**src/rtl/uart_frame_codec_if.sv**
```systemverilog
// -----------------------------------------------------------------------------
// uart_frame_codec_if
// Signal bundle between the UART byte core / wide-word logic and the framing
// codec.
//   master : the codec side. It receives RX bytes, TX words and tx_ready, and
//            drives the assembled frame, its strobes and the TX byte stream.
//   slave  : the environment side, with every direction reversed.
// Signals:
//   rx_byte/rx_valid        byte strobe from the UART receiver
//   o_data/o_len            assembled frame and its byte count
//   o_valid/o_drop          frame-ready / partial-frame-dropped strobes
//   i_data/i_send           word to transmit and the transmit request
//   o_tx_busy/o_tx_done     TX occupancy and end-of-transfer strobe
//   tx_byte/tx_valid/tx_ready  byte handshake toward the UART transmitter
// -----------------------------------------------------------------------------
interface uart_frame_codec_if #(
  parameter int NBYTES = 10
);
  localparam int LW = $clog2(NBYTES + 1);

  logic [7:0]          rx_byte;
  logic                rx_valid;
  logic [8*NBYTES-1:0] o_data;
  logic [LW-1:0]       o_len;
  logic                o_valid;
  logic                o_drop;
  logic [8*NBYTES-1:0] i_data;
  logic                i_send;
  logic                o_tx_busy;
  logic                o_tx_done;
  logic [7:0]          tx_byte;
  logic                tx_valid;
  logic                tx_ready;

  modport master (
    input  rx_byte, rx_valid, i_data, i_send, tx_ready,
    output o_data, o_len, o_valid, o_drop, o_tx_busy, o_tx_done,
           tx_byte, tx_valid
  );

  modport slave (
    output rx_byte, rx_valid, i_data, i_send, tx_ready,
    input  o_data, o_len, o_valid, o_drop, o_tx_busy, o_tx_done,
           tx_byte, tx_valid
  );
endinterface

```
**src/rtl/uart_frame_codec.sv**
```systemverilog
// -----------------------------------------------------------------------------
// uart_frame_codec
// Byte <-> wide-word framing layer sitting between a UART byte core and the
// design's word-level logic.
//   RX : shifts incoming bytes into a NBYTES-wide word (first byte ends up in
//        the top byte of a full frame). A frame closes when NBYTES bytes have
//        arrived, or early on a terminator byte (TERM_EN). A partial frame
//        that sees no byte for GAP_CYC cycles is discarded (GAP_CYC=0: never).
//   TX : captures a word on i_send and streams it out MSB byte first over a
//        valid/ready handshake, then pulses o_tx_done for one cycle.
// Ports:
//   clk, rst : clock, asynchronous active-high reset
//   bus      : uart_frame_codec_if.master, see the interface file
// The RX and TX paths share no state.
// -----------------------------------------------------------------------------
module uart_frame_codec #(
  parameter int         NBYTES    = 10,
  parameter bit         TERM_EN   = 1'b1,
  parameter logic [7:0] TERM_BYTE = 8'h0D,
  parameter int         GAP_CYC   = 0
) (
  input  logic                clk,
  input  logic                rst,
  uart_frame_codec_if.master  bus
);

  localparam int DW = 8 * NBYTES;
  localparam int LW = $clog2(NBYTES + 1);
  // Gap counter only needs to reach GAP_CYC-1.
  localparam int GW = (GAP_CYC > 1) ? $clog2(GAP_CYC) : 1;

  // ---------------------------------------------------------------------------
  // RX path
  // ---------------------------------------------------------------------------
  logic [LW-1:0] cnt_q,  cnt_d;
  logic [GW-1:0] gap_q,  gap_d;
  logic [DW-1:0] data_q, data_d;
  logic [LW-1:0] len_q,  len_d;
  logic          vld_q,  vld_d;
  logic          drop_q, drop_d;

  logic          expire;
  logic          is_term;
  logic [LW-1:0] base_cnt;

  always_comb begin
    expire = 1'b0;
    if (GAP_CYC != 0)
      expire = (cnt_q != '0) && (gap_q == GW'(GAP_CYC - 1));

    // A byte landing on the expiry cycle starts a fresh frame, so every
    // decision below works from the post-timeout count.
    base_cnt = expire ? '0 : cnt_q;
    is_term  = TERM_EN && (bus.rx_byte == TERM_BYTE);

    cnt_d  = base_cnt;
    data_d = data_q;
    len_d  = len_q;
    vld_d  = 1'b0;
    drop_d = expire;

    // Gap counter runs only while a partial frame is held.
    gap_d = gap_q + GW'(1);
    if (bus.rx_valid || expire || (cnt_q == '0))
      gap_d = '0;

    if (bus.rx_valid) begin
      if (is_term) begin
        // Terminator is never stored; with nothing buffered it is ignored.
        if (base_cnt != '0) begin
          vld_d = 1'b1;
          len_d = base_cnt;
          cnt_d = '0;
        end
      end else begin
        data_d = {data_q[DW-9:0], bus.rx_byte};
        if (base_cnt == LW'(NBYTES - 1)) begin
          vld_d = 1'b1;
          len_d = LW'(NBYTES);
          cnt_d = '0;
        end else begin
          cnt_d = base_cnt + LW'(1);
        end
      end
    end
  end

  always_ff @(posedge clk or posedge rst) begin
    if (rst) begin
      cnt_q  <= '0;
      gap_q  <= '0;
      data_q <= '0;
      len_q  <= '0;
      vld_q  <= 1'b0;
      drop_q <= 1'b0;
    end else begin
      cnt_q  <= cnt_d;
      gap_q  <= gap_d;
      data_q <= data_d;
      len_q  <= len_d;
      vld_q  <= vld_d;
      drop_q <= drop_d;
    end
  end

  assign bus.o_data  = data_q;
  assign bus.o_len   = len_q;
  assign bus.o_valid = vld_q;
  assign bus.o_drop  = drop_q;

  // ---------------------------------------------------------------------------
  // TX path
  // ---------------------------------------------------------------------------
  typedef enum logic [1:0] {
    TX_IDLE,
    TX_SEND,
    TX_DONE
  } tx_state_e;

  tx_state_e     state_q, state_d;
  logic [DW-1:0] sh_q,    sh_d;
  logic [LW-1:0] rem_q,   rem_d;
  logic          tx_valid_c;
  logic          busy_c;
  logic          done_c;

  always_comb begin
    state_d    = state_q;
    sh_d       = sh_q;
    rem_d      = rem_q;
    tx_valid_c = 1'b0;
    busy_c     = 1'b1;
    done_c     = 1'b0;

    unique case (state_q)
      TX_IDLE: begin
        busy_c = 1'b0;
        if (bus.i_send) begin
          sh_d    = bus.i_data;
          rem_d   = LW'(NBYTES);
          state_d = TX_SEND;
        end
      end
      TX_SEND: begin
        tx_valid_c = 1'b1;
        // Shift only on acceptance so tx_byte stays put under backpressure.
        if (bus.tx_ready) begin
          sh_d  = {sh_q[DW-9:0], 8'h00};
          rem_d = rem_q - LW'(1);
          if (rem_q == LW'(1))
            state_d = TX_DONE;
        end
      end
      TX_DONE: begin
        done_c  = 1'b1;
        state_d = TX_IDLE;
      end
      default: state_d = TX_IDLE;
    endcase
  end

  always_ff @(posedge clk or posedge rst) begin
    if (rst) begin
      state_q <= TX_IDLE;
      sh_q    <= '0;
      rem_q   <= '0;
    end else begin
      state_q <= state_d;
      sh_q    <= sh_d;
      rem_q   <= rem_d;
    end
  end

  // A completed transfer leaves the shift register empty, so tx_byte reads
  // zero whenever the path is idle.
  assign bus.tx_byte   = sh_q[DW-1 -: 8];
  assign bus.tx_valid  = tx_valid_c;
  assign bus.o_tx_busy = busy_c;
  assign bus.o_tx_done = done_c;

endmodule

```
**src/flat_wrapper.sv**
```systemverilog
// flat-port wrapper written by rule: the top's interface ports become plain ports
module uart_frame_codec_flat 
#(
  parameter int         NBYTES    = 10,
  parameter bit         TERM_EN   = 1'b1,
  parameter logic [7:0] TERM_BYTE = 8'h0D,
  parameter int         GAP_CYC   = 0
)
  (clk, rst, bus_rx_byte, bus_rx_valid, bus_i_data, bus_i_send, bus_tx_ready, bus_o_data, bus_o_len, bus_o_valid, bus_o_drop, bus_o_tx_busy, bus_o_tx_done, bus_tx_byte, bus_tx_valid);
  uart_frame_codec_if #(.NBYTES(NBYTES)) bus_i ();
  input  logic clk;
  input  logic rst;
  input wire logic [$bits(bus_i.rx_byte)-1:0] bus_rx_byte;
  input wire logic [$bits(bus_i.rx_valid)-1:0] bus_rx_valid;
  input wire logic [$bits(bus_i.i_data)-1:0] bus_i_data;
  input wire logic [$bits(bus_i.i_send)-1:0] bus_i_send;
  input wire logic [$bits(bus_i.tx_ready)-1:0] bus_tx_ready;
  output wire logic [$bits(bus_i.o_data)-1:0] bus_o_data;
  output wire logic [$bits(bus_i.o_len)-1:0] bus_o_len;
  output wire logic [$bits(bus_i.o_valid)-1:0] bus_o_valid;
  output wire logic [$bits(bus_i.o_drop)-1:0] bus_o_drop;
  output wire logic [$bits(bus_i.o_tx_busy)-1:0] bus_o_tx_busy;
  output wire logic [$bits(bus_i.o_tx_done)-1:0] bus_o_tx_done;
  output wire logic [$bits(bus_i.tx_byte)-1:0] bus_tx_byte;
  output wire logic [$bits(bus_i.tx_valid)-1:0] bus_tx_valid;
  assign bus_i.rx_byte = bus_rx_byte;
  assign bus_i.rx_valid = bus_rx_valid;
  assign bus_i.i_data = bus_i_data;
  assign bus_i.i_send = bus_i_send;
  assign bus_i.tx_ready = bus_tx_ready;
  assign bus_o_data = bus_i.o_data;
  assign bus_o_len = bus_i.o_len;
  assign bus_o_valid = bus_i.o_valid;
  assign bus_o_drop = bus_i.o_drop;
  assign bus_o_tx_busy = bus_i.o_tx_busy;
  assign bus_o_tx_done = bus_i.o_tx_done;
  assign bus_tx_byte = bus_i.tx_byte;
  assign bus_tx_valid = bus_i.tx_valid;
  uart_frame_codec #(.NBYTES(NBYTES), .TERM_EN(TERM_EN), .TERM_BYTE(TERM_BYTE), .GAP_CYC(GAP_CYC)) u_core (.clk(clk), .rst(rst), .bus(bus_i));
endmodule
```
**config.mk**
```make
export PLATFORM = sky130hd
export DESIGN_NAME = uart_frame_codec_flat
export DESIGN_NICKNAME = d
export VERILOG_FILES = /design/src/rtl/uart_frame_codec_if.sv /design/src/rtl/uart_frame_codec.sv /design/src/flat_wrapper.sv
export SDC_FILE = /design/constraint.sdc
export NUM_CORES = 1
export LEC_CHECK = 0
export CELL_PAD_IN_SITES_DETAIL_PLACEMENT = 1
export CELL_PAD_IN_SITES_GLOBAL_PLACEMENT = 1
export CORE_AREA = 2 2 127 129
export DETAILED_ROUTE_END_ITERATION = 12
export DIE_AREA = 0 0 129 131
export DONT_BUFFER_PORTS = 1
export MAX_ROUTING_LAYER = met4
export PLACE_DENSITY = 0.78
export SYNTH_ARGS = -nofsm -noshare
export SYNTH_HDL_FRONTEND = slang
export SYNTH_SLANG_ARGS = --single-unit
```
**constraint.sdc**
```tcl
create_clock -name clk -period 6.24 [get_ports clk]
set_input_delay 0.624 -clock clk [delete_from_list [all_inputs] [get_ports clk]]
set_output_delay 0.624 -clock clk [all_outputs]
set_load 0.01 [all_outputs]
```
---- Yosys cells after proc, flatten, opt, wreduce, memory -nomap -nowiden ----
Cells that the tools add are included.
cells by class
  reduce and logical (&&, ||, !) cells .... 9
  equality and inequality tests ........... 9
  bitwise gates (word level) .............. 1
  add/subtract/negate cells ............... 2
  multiplexer cells ....................... 23
operators with widths
  cell                 count
  $mux 80              2
  $pmux 80 s2          1
  $mux 4               8
  $reduce_and 3->1     3
  $eq 8x4->1 const B   1
  $pmux 4 s2           1
  $mux 1               7
  $mux 2               3
  $ne 2x2->1 const B   3
  $add 4x1->4 const B  1
  $eq 4x1->1 const B   1
  $eq 4x4->1 const B   1
  $pmux 2 s2           1
  $reduce_and 2->1     2
  $reduce_bool 2->1    2
  $reduce_bool 4->1    1
  $sub 4x1->4 const B  1
  $eq 2x1->1 const B   1
  $eq 2x2->1 const B   1
  $logic_not 2->1      1
  $ne 2x1->1 const B   1
  $not 1->1            1
word-level totals
  input port bits ......................... 93
  bits in registers ....................... 175

---- Logic depth before layout (Yosys ltp) ----
Gate-level depths: netlist of run 1.
  depth in word-level cells ............... 4
  mapped depth ............................ 7
  gate-level depth less buffers ........... 6

---- Worst setup path before layout of run 1 ----
No wires, ideal clock.
  path type ............................... input -> register
  from .................................... in bus_rx_byte[5]
  to ...................................... reg u_core.data_q[0], in the netlist u_core.bus.o_data[0]
  stages on the path ...................... 6
  path slack .............................. 4.277 ns
  arrival ................................. 1.839 ns
  path buffers ............................ 2
  cell sequence ........................... nor4_4 > nand4_4 > nand2_1 > buf_4 > buf_6 > mux2_2
between the ends
  word-level cells in the longest chain between the ends .. 3
ends and longest elaborated chain
  what                        line                    source
  start: declaration          flat_wrapper.sv:13      input wire logic [$bits(bus_i.rx_byte)-1:0] bus_rx_byte;
  $eq 8x4->1                  uart_frame_codec.sv:54  is_term = TERM_EN && (bus.rx_byte == TERM_BYTE);
  $not 1->1 (no line)         -
  $reduce_and 2->1 (no line)  -
  end signal: assignment      uart_frame_codec.sv:99  data_q <= data_d;
  end: declaration            uart_frame_codec.sv:37  logic [DW-1:0] data_q, data_d;
Every way passes these cells.
A chain may end at the register's enable or synchronous reset.

---- Worst setup path after layout of run 1 ----
  from .................................... reg u_core.state_q[1]
  to ...................................... out bus_tx_valid
between the ends
  word-level cells in the longest chain between the ends .. 2
ends and longest elaborated chain
  what                      line                     source
  start: declaration        uart_frame_codec.sv:120  tx_state_e state_q, state_d;
  start signal: assignment  uart_frame_codec.sv:168  state_q <= state_d;
  $eq 2x1->1                uart_frame_codec.sv:135  unique case (state_q)
  $mux 1                    uart_frame_codec.sv:135
  end: declaration          flat_wrapper.sv:25       output wire logic [$bits(bus_i.tx_valid)-1:0] bus_tx_valid;
Every way passes these cells.

==> results of run 1 <==
## cell usage in the layout, fill, tap and decap left out, types with 5 or more instances in the layout
| master | count |
|---|---|
| mux2_4 | 8 |
| nor2_1 | 8 |
| a22o_1 | 8 |
| mux2i_1 | 73 |
| o21ai_0 | 79 |
| dfrtp_1 | 175 |
| mux2_2 | 72 |
| clkbuf_16 | 17 |
| nand2_1 | 80 |
| inv_6 | 9 |
| ha_1 | 5 |
| inv_1 | 11 |
## where the power goes
group          internal [mW]  switching [mW]  leakage [nW]
logic                  0.428           0.447         0.920
registers               1.54           0.430          2.20
clock network          0.571           0.487         0.290
total                   2.54            1.36          3.41
## cell type report
cell class	instances	area, sq um	share of cell area (%)
flip-flops and latches	175	4380	53.7
multi-input cells	373	2840	34.8
inverters	12	50.0	0.614
repair buffers	4	30.0	0.368
clock buffers	17	425	5.22
clock inverters	15	160	1.96
well taps	216	270	3.31
## sequential cells by signal, summed over array words and instances, names as in the netlist
name,count
u_core.bus.o_data,80
u_core.sh_q,80
u_core.base_cnt,4
u_core.bus.o_len,4
u_core.rem_q,4
u_core.state_q,2
u_core.bus.o_valid,1
## per-stage QoR
step	power [mW]	instance area, sq um	utilization [%]	std cells
2_1_floorplan	2.67	7580	-	604
3_3_place_gp	2.79	7570	48.5	780
3_5_place_dp	2.89	7570	48.5	780
4_1_cts	3.97	8160	52.3	812
5_1_grt	4.16	8160	52.3	812
6_report	3.91	8160	52.3	812
## layer usage
| metal | global-route usage [%] | vias to the layer above |
|---|---|---|
| met5 | - | - |
| met4 | 6.27 | 0 |
| met3 | 6.72 | 11 |
| met2 | 32.1 | 117 |
| met1 | 22.8 | 2219 |
| li1 | - | 2063 |
## kinds of logic (layout without fill, tap and decap cells)
kind of cell | Yosys count | count (layout) | synth area share [%]
flops | 175 | 175 | 57.7
mux | 153 | 153 | 21.9
simple gates | 109 | 109 | 6.53
compound gates | 103 | 103 | 7.74
buf+inv | 56 | 48 | 4.97
fa+ha+maj | 5 | 5 | 0.825
xor+xnor | 2 | 2 | 0.231
other cells | 1 | 1 | 0.0494
## path summary, 6_finish.rpt
kind / cells after the start / end / from
worst max-delay path: 3 / bus_tx_valid / u_core.state_q[1]$_DFFE_PP0P_
worst min register to register: 1 / u_core.state_q[1]$_DFFE_PP0P_ / u_core.rem_q[3]$_DFFE_PP0P_
min in group clk: 1 / u_core.base_cnt[3]$_DFFE_PP0P_ / bus_rx_valid
worst min-delay path: 1 / u_core.sh_q[20]$_DFFE_PP0P_ / rst
worst max register to register: 4 / u_core.sh_q[66]$_DFFE_PP0P_ / u_core.state_q[0]$_DFFE_PP0P_
max in group asynchronous: 2 / u_core.sh_q[34]$_DFFE_PP0P_ / rst
==> reports/qor.tcl, run 1 <==
set qor(chipHeight_microns) 131
set qor(cp.buffers_inverters) 2
set qor(final.fill_count) 1577
set qor(setup.worst_path.start_class) {register}
set qor(synth_edf_count) 0
set qor(end_kind) {output port}
set qor(tightestPinTransition_ns) 1.01
set qor(route.detailed.drc) 0
set qor(synthCells) 604
set qor(grt_setup_unrepaired) {no}
set qor(cts.sinks) 175
set qor(synthesis.area_per_instance_sq_um) 12.6
set qor(dp_worst_setup_slack_ns) 3.63
set qor(violation_count_after_the_first_detailed_routing_iteration) 181
set qor(gr-usage-all-layers_pct) 19.6
set qor(worst_path_max_delay_cell) {buf_4}
set qor(hp-class) {in -> async}
set qor(io_buffers) 0
set qor(clk_latency_ns) 0.42
set qor(critical_path_class) {reg -> out}
set qor(critical_path.top_delay_family) {buffers and inverters}
set qor(start_util_pct) 48.6
set qor(tritoncts) {built}
set qor(via_count) 4410
set qor(stage_delay_of_the_slowest_cell_on_the_critical_path_ns) 0.71
set qor(placement_rows) 46
set qor(wl_met2_microns) 8340
set qor(fin_worst_skew_ns) 0.00901
set qor(cp_data_required_time_ns) 5.62
set qor(f_max_ghz) 0.334
set qor(timing.hold.ws_ns) 0.225
set qor(die_x_microns) 129
set qor(first_global_vias) 4706
set qor(synth.lib_cells_used.distinct) 42
set qor(post_cts_resize_count) 0
set qor(most_instantiated_cells_after_synthesis) {dfrtp_1 (175), nand2_1 (81), o21ai_0 (79)}
set qor(design.final.nets) 681
set qor(detail-route-antenna-nets) 0
set qor(synth_seq_area_share_pct) 57.7
set qor(tritoncts.num_buffers) 17
set qor(grt_max_degree) 105
set qor(cts_max_level) 4
set qor(design.portCount) 190
set qor(design.die.area_sq_um) 16900
set qor(postCtsSetupRepairBufs) 0
set qor(post-route-period-util_pct) 47.9
set qor(leakagePower_nw) 3.41
set qor(root_buffer) {clkbuf_16}
set qor(postSynth.asyncResetShare_pct) 100
set qor(syn-num-nets) 702
set qor(route.layer.met1.wl_microns) 6670
set qor(ctsHoldBuffers) 0
set qor(cts-root-to-sink-buffers) 2
set qor(grt_antenna_before_repair) 0
set qor(areaGrowthSynthToFinish_pct) 7.54
set qor(setup_ws_ns) 3.25
set qor(timing.final.setup_violations) 0
set qor(vdd.ir_drop.worst_mv) 0.210
set qor(post-synth-top-area-cell) {dfrtp_1}
set qor(synthTopCellsByArea) {dfrtp_1 (58%), mux2_2 (11%), mux2i_1 (9.6%)}
set qor(slew_margin_rel_pct) 32.8
set qor(total_standard_cell_area_after_synthesis_sq_um) 7580
set qor(timing_max_transition_violations_final) 0
set qor(routed_via_density) 5.43
set qor(finalWeightedCongestion) 0.812
set qor(worst-r2r-setup-slack_ns) 3.66
set qor(drive_above_1_share_pct) 21.1
set qor(drt-pass1-iter-count) 4
set qor(dp.final_hpwl_microns) 11100
set qor(yosys_register_bits) 175
set qor(yosysWarnings) 0
set qor(totalWireLength_microns) 16200
set qor(crit_path_cell_trace) {nand2b_4, buf_4, inv_1}
set qor(final_critical_period_ns) 2.99
set qor(cap_viol_max_count) 0
set qor(yosys.area.top_type_share_pct) 57.7
set qor(wl_met3_microns) 999
set qor(synthMostInstantiatedCell) {dfrtp_1}
set qor(global_route.overflow_total) 0
set qor(floorplan.core_area_sq_um) 15600
set qor(crit_arrival_ns) 2.37
set qor(timing.final.hold_violations) 0
set qor(final.setup.tns_ns) 0
set qor(first_pass_grt_wire_length_microns) 24600
set qor(antennaDiodeCount) 0
set qor(power.density_nw_per_um2) 479
set qor(routedWlPerCell_microns) 19.9
set qor(run_status) {finished clean}
set qor(clk_slew_on_worst_s_h_paths_ns) 0.07
set qor(predominant_post_synthesis_flop_cell) {dfrtp_1}
set qor(topRoutingLayerUsed) {met4}
set qor(cp_max_fo) 47
Power figures use the tool's default switching activity.
==> inputs of run 2 (changes only) <==
==> constraint.sdc (replaced) <==
create_clock -name clk -period 2.8 [get_ports clk]
set_input_delay 0.28 -clock clk [delete_from_list [all_inputs] [get_ports clk]]
set_output_delay 0.28 -clock clk [all_outputs]
set_load 0.01 [all_outputs]
==> run 2 against run 1 <==
  * The run now ends with negative hold slack left
  * Setup slack got worse by 2.5 ns
  * Clock power rose by 120%
  * Non-clock buffer count rose by 20
  * First-iteration DRC count rose by 43%
  * Core utilization rose by 1.7 points
  * Sequential share of layout area fell by 1.7 points
  * Critical path depth rose by 2
  * Cell count rose by 2.5%
  * Global-route usage rose by 1.4 points
  * Critical path type is now reg -> reg
  * Largest power group unchanged
==> reports/qor.tcl, run 2 (synthesized netlist as in run 1, its figures left out) <==
set qor(tightestPinTransition_ns) 1.01 ;# about the same
set qor(cp_max_fo) 66 ;# was 47
set qor(timing_max_transition_violations_final) 0 ;# unchanged
set qor(final.setup.tns_ns) 0 ;# unchanged
set qor(grt_setup_unrepaired) {no} ;# unchanged
set qor(routedWlPerCell_microns) 20.3 ;# was 19.9 microns
set qor(cell_internal_pwr_mw) 5.65 ;# was 2.54 mW
set qor(crit_arrival_ns) 2.41 ;# was 2.37 ns
set qor(postPlaceCellArea_sq_um) 7650 ;# was 7570 sq um
set qor(crit_path_cell_trace) {mux2i_1, or2_4, buf_12, nand2_1, o21ai_0} ;# was nand2b_4, buf_4, inv_1
set qor(design_power_total_mw) 8.79 ;# was 3.91 mW
set qor(fin_worst_skew_ns) 0.00912 ;# was 0.00901 ns
set qor(netSwitchingFraction_pct) 35.7 ;# was 34.9%
set qor(end_kind) {register} ;# was output port
set qor(cp.buffers_inverters) 1 ;# was 2
set qor(r2r_start) {u_core.state_q[0]$_DFFE_PP0P_} ;# unchanged
set qor(grt_antenna_before_repair) 0 ;# unchanged
set qor(post-route-period-util_pct) 73.9
set qor(postCtsSetupRepairBufs) 0 ;# unchanged
set qor(worst_r2r_endpoint) {u_core.sh_q[53]$_DFFE_PP0P_} ;# was u_core.sh_q[66]$_DFFE_PP0P_
set qor(p_seq_share_pct) 50.3 ;# was 50.5%
set qor(tritoncts) {built} ;# unchanged
set qor(drt-pass1-iter-count) 4 ;# unchanged
set qor(layout.cells.most_common) {dfrtp_1} ;# unchanged
set qor(start_util_pct) 48.6 ;# unchanged
set qor(stage_delay_of_the_slowest_cell_on_the_critical_path_ns) 0.62 ;# was 0.71 ns
set qor(worst-r2r-cell-count) 5 ;# was 4
set qor(netSwitchingPower_mw) 3.14 ;# was 1.36 mW
set qor(cts_max_level) 4 ;# unchanged
set qor(areaGrowthSynthToFinish_pct) 11.0 ;# was 7.54%
set qor(timing.hold.ws_ns) -0.0935 ;# was 0.225 ns
set qor(finalWeightedCongestion) 0.808 ;# was 0.812
set qor(timing.final.hold_violations) 42 ;# was 0
set qor(run_status) {complete, but fails checks} ;# was finished clean
set qor(design.portCount) 190 ;# unchanged
set qor(worst-r2r-setup-slack_ns) 0.73 ;# was 3.66 ns
set qor(final.fill_count) 1573 ;# was 1,577
set qor(first_global_vias) 4862 ;# was 4,706
set qor(setup.worst_path.start_class) {register} ;# unchanged
set qor(timing.final.setup_violations) 0 ;# unchanged
set qor(cap_viol_max_count) 0 ;# unchanged
set qor(slew_margin_rel_pct) 32.7 ;# was 32.8%
set qor(leakagePower_nw) 3.50 ;# was 3.41 nW
set qor(hp-class) {in -> async} ;# unchanged
set qor(placement_rows) 46 ;# unchanged
set qor(post-route-util_pct) 54.0 ;# was 52.3%
set qor(tritoncts.num_buffers) 17 ;# unchanged
set qor(violations) {negative hold slack}
set qor(via_count) 4574 ;# was 4,410
set qor(power_frac_comb_pct) 23.3 ;# was 22.4%
set qor(f_max_ghz) 0.483
set qor(chipHeight_microns) 131 ;# unchanged
set qor(first_pass_grt_wire_length_microns) 26000 ;# was 24,600 microns
set qor(leading_cell_types_in_the_layout_fill_and_taps_excluded) {dfrtp_1 (175), nand2_1 (80), o21ai_0 (79)} ;# unchanged
set qor(grt_max_degree) 176 ;# was 105
set qor(power.density_nw_per_um2) 1040 ;# was 479 nW/um^2
set qor(cts-root-to-sink-buffers) 2 ;# unchanged
set qor(cts.sinks) 175 ;# unchanged
set qor(final_critical_period_ns) 2.07
set qor(dp.final_hpwl_microns) 11500 ;# was 11,100 microns
set qor(cp_data_required_time_ns) 3.14 ;# was 5.62 ns
set qor(design.die.area_sq_um) 16900 ;# unchanged
set qor(final_area_sq_um) 8420 ;# was 8160 sq um
set qor(drive_above_1_share_pct) 20.8 ;# was 21.1%
set qor(die_x_microns) 129 ;# unchanged
set qor(floorplan.core_area_sq_um) 15600 ;# unchanged
set qor(post_cts_resize_count) 0 ;# unchanged
set qor(vdd.ir_drop.worst_mv) 0.381 ;# was 0.210 mV
set qor(io_buffers) 0 ;# unchanged
set qor(ctsHoldBuffers) 18 ;# was 0
set qor(global_route.overflow_total) 0 ;# unchanged
set qor(clk_latency_ns) 0.43 ;# was 0.42 ns
set qor(p_clk_share_pct) 26.4 ;# was 27.1%
set qor(routed_via_density) 5.50 ;# was 5.43
set qor(totalWireLength_microns) 16900 ;# was 16,200 microns
set qor(violation_count_after_the_first_detailed_routing_iteration) 259 ;# was 181
set qor(critical_path_class) {reg -> reg} ;# was reg -> out
set qor(detail-route-antenna-nets) 0 ;# unchanged
set qor(worst_path_max_delay_cell) {or2_4} ;# was buf_4
set qor(design.final.nets) 701 ;# was 681
set qor(clk_slew_on_worst_s_h_paths_ns) 0.07 ;# about the same
set qor(root_buffer) {clkbuf_16} ;# unchanged
set qor(antennaDiodeCount) 0 ;# unchanged
set qor(critical_path.top_delay_family) {simple AND/OR/NAND/NOR gates} ;# was buffers and inverters
set qor(gr-usage-all-layers_pct) 20.9 ;# was 19.6%
set qor(route.detailed.drc) 0 ;# unchanged
set qor(worst-path-stages) 5 ;# was 3
## run 2: cell type report
type | count | area, sq um | share of cell area, %
Clock buffer | 17 | 425 | 5.05
Clock inverter | 15 | 169 | 2.01
Inverter | 12 | 48.8 | 0.579
Multi-Input combinational cell | 373 | 2840 | 33.7
Sequential cell | 175 | 4380 | 52.0
Tap cell | 216 | 270 | 3.21
Timing Repair Buffer | 24 | 288 | 3.42
## run 2: power groups by stage
stage | clock, mW | combinational [mW] | sequential (mW)
after global placement | 0 | 1.88 | 4.41
final | 2.32 | 2.05 | 4.42
after floorplan | 0 | 1.81 | 4.14
after CTS | 2.38 | 2.08 | 4.44
after detailed placement | 0 | 2.04 | 4.48
after global routing | 2.49 | 2.30 | 4.56
## run 2: metrics by stage
step	std cells	setup slack (ns)
final	832	0.731
after detailed placement	782	0.728
after floorplan	604	0.281
after global placement	782	0.824
after CTS	832	0.722
after global routing	832	0.523
## run 2: worst register-to-register path: stages (launching register included)
cell     delay [ns]
dfrtp_1        0.50
mux2i_1        0.37
or2_4          0.62
buf_12         0.30
nand2_1        0.11
o21ai_0        0.09
## run 2: per-layer routing
| layer | track usage, % | wire length, microns |
|---|---|---|
| met1 | 24.9 | 6990 |
| met2 | 33.6 | 8620 |
| met3 | 6.51 | 947 |
| met4 | 7.99 | 326 |
| met5 | - | 0 |
## run 2: how the worst max path moves through the flow
stage / from / endpoint / slack (ns)
floorplan: rst / u_core.base_cnt[0]$_DFFE_PP0P_ / 0.28
global placement: bus_rx_byte[5] / u_core.bus.o_data[73]$_DFFE_PP0P_ / 0.82
detailed placement: u_core.state_q[0]$_DFFE_PP0P_ / u_core.sh_q[56]$_DFFE_PP0P_ / 0.73
CTS: u_core.state_q[0]$_DFFE_PP0P_ / u_core.sh_q[56]$_DFFE_PP0P_ / 0.72
global route: u_core.state_q[0]$_DFFE_PP0P_ / u_core.sh_q[56]$_DFFE_PP0P_ / 0.52
finish: u_core.state_q[0]$_DFFE_PP0P_ / u_core.sh_q[53]$_DFFE_PP0P_ / 0.73
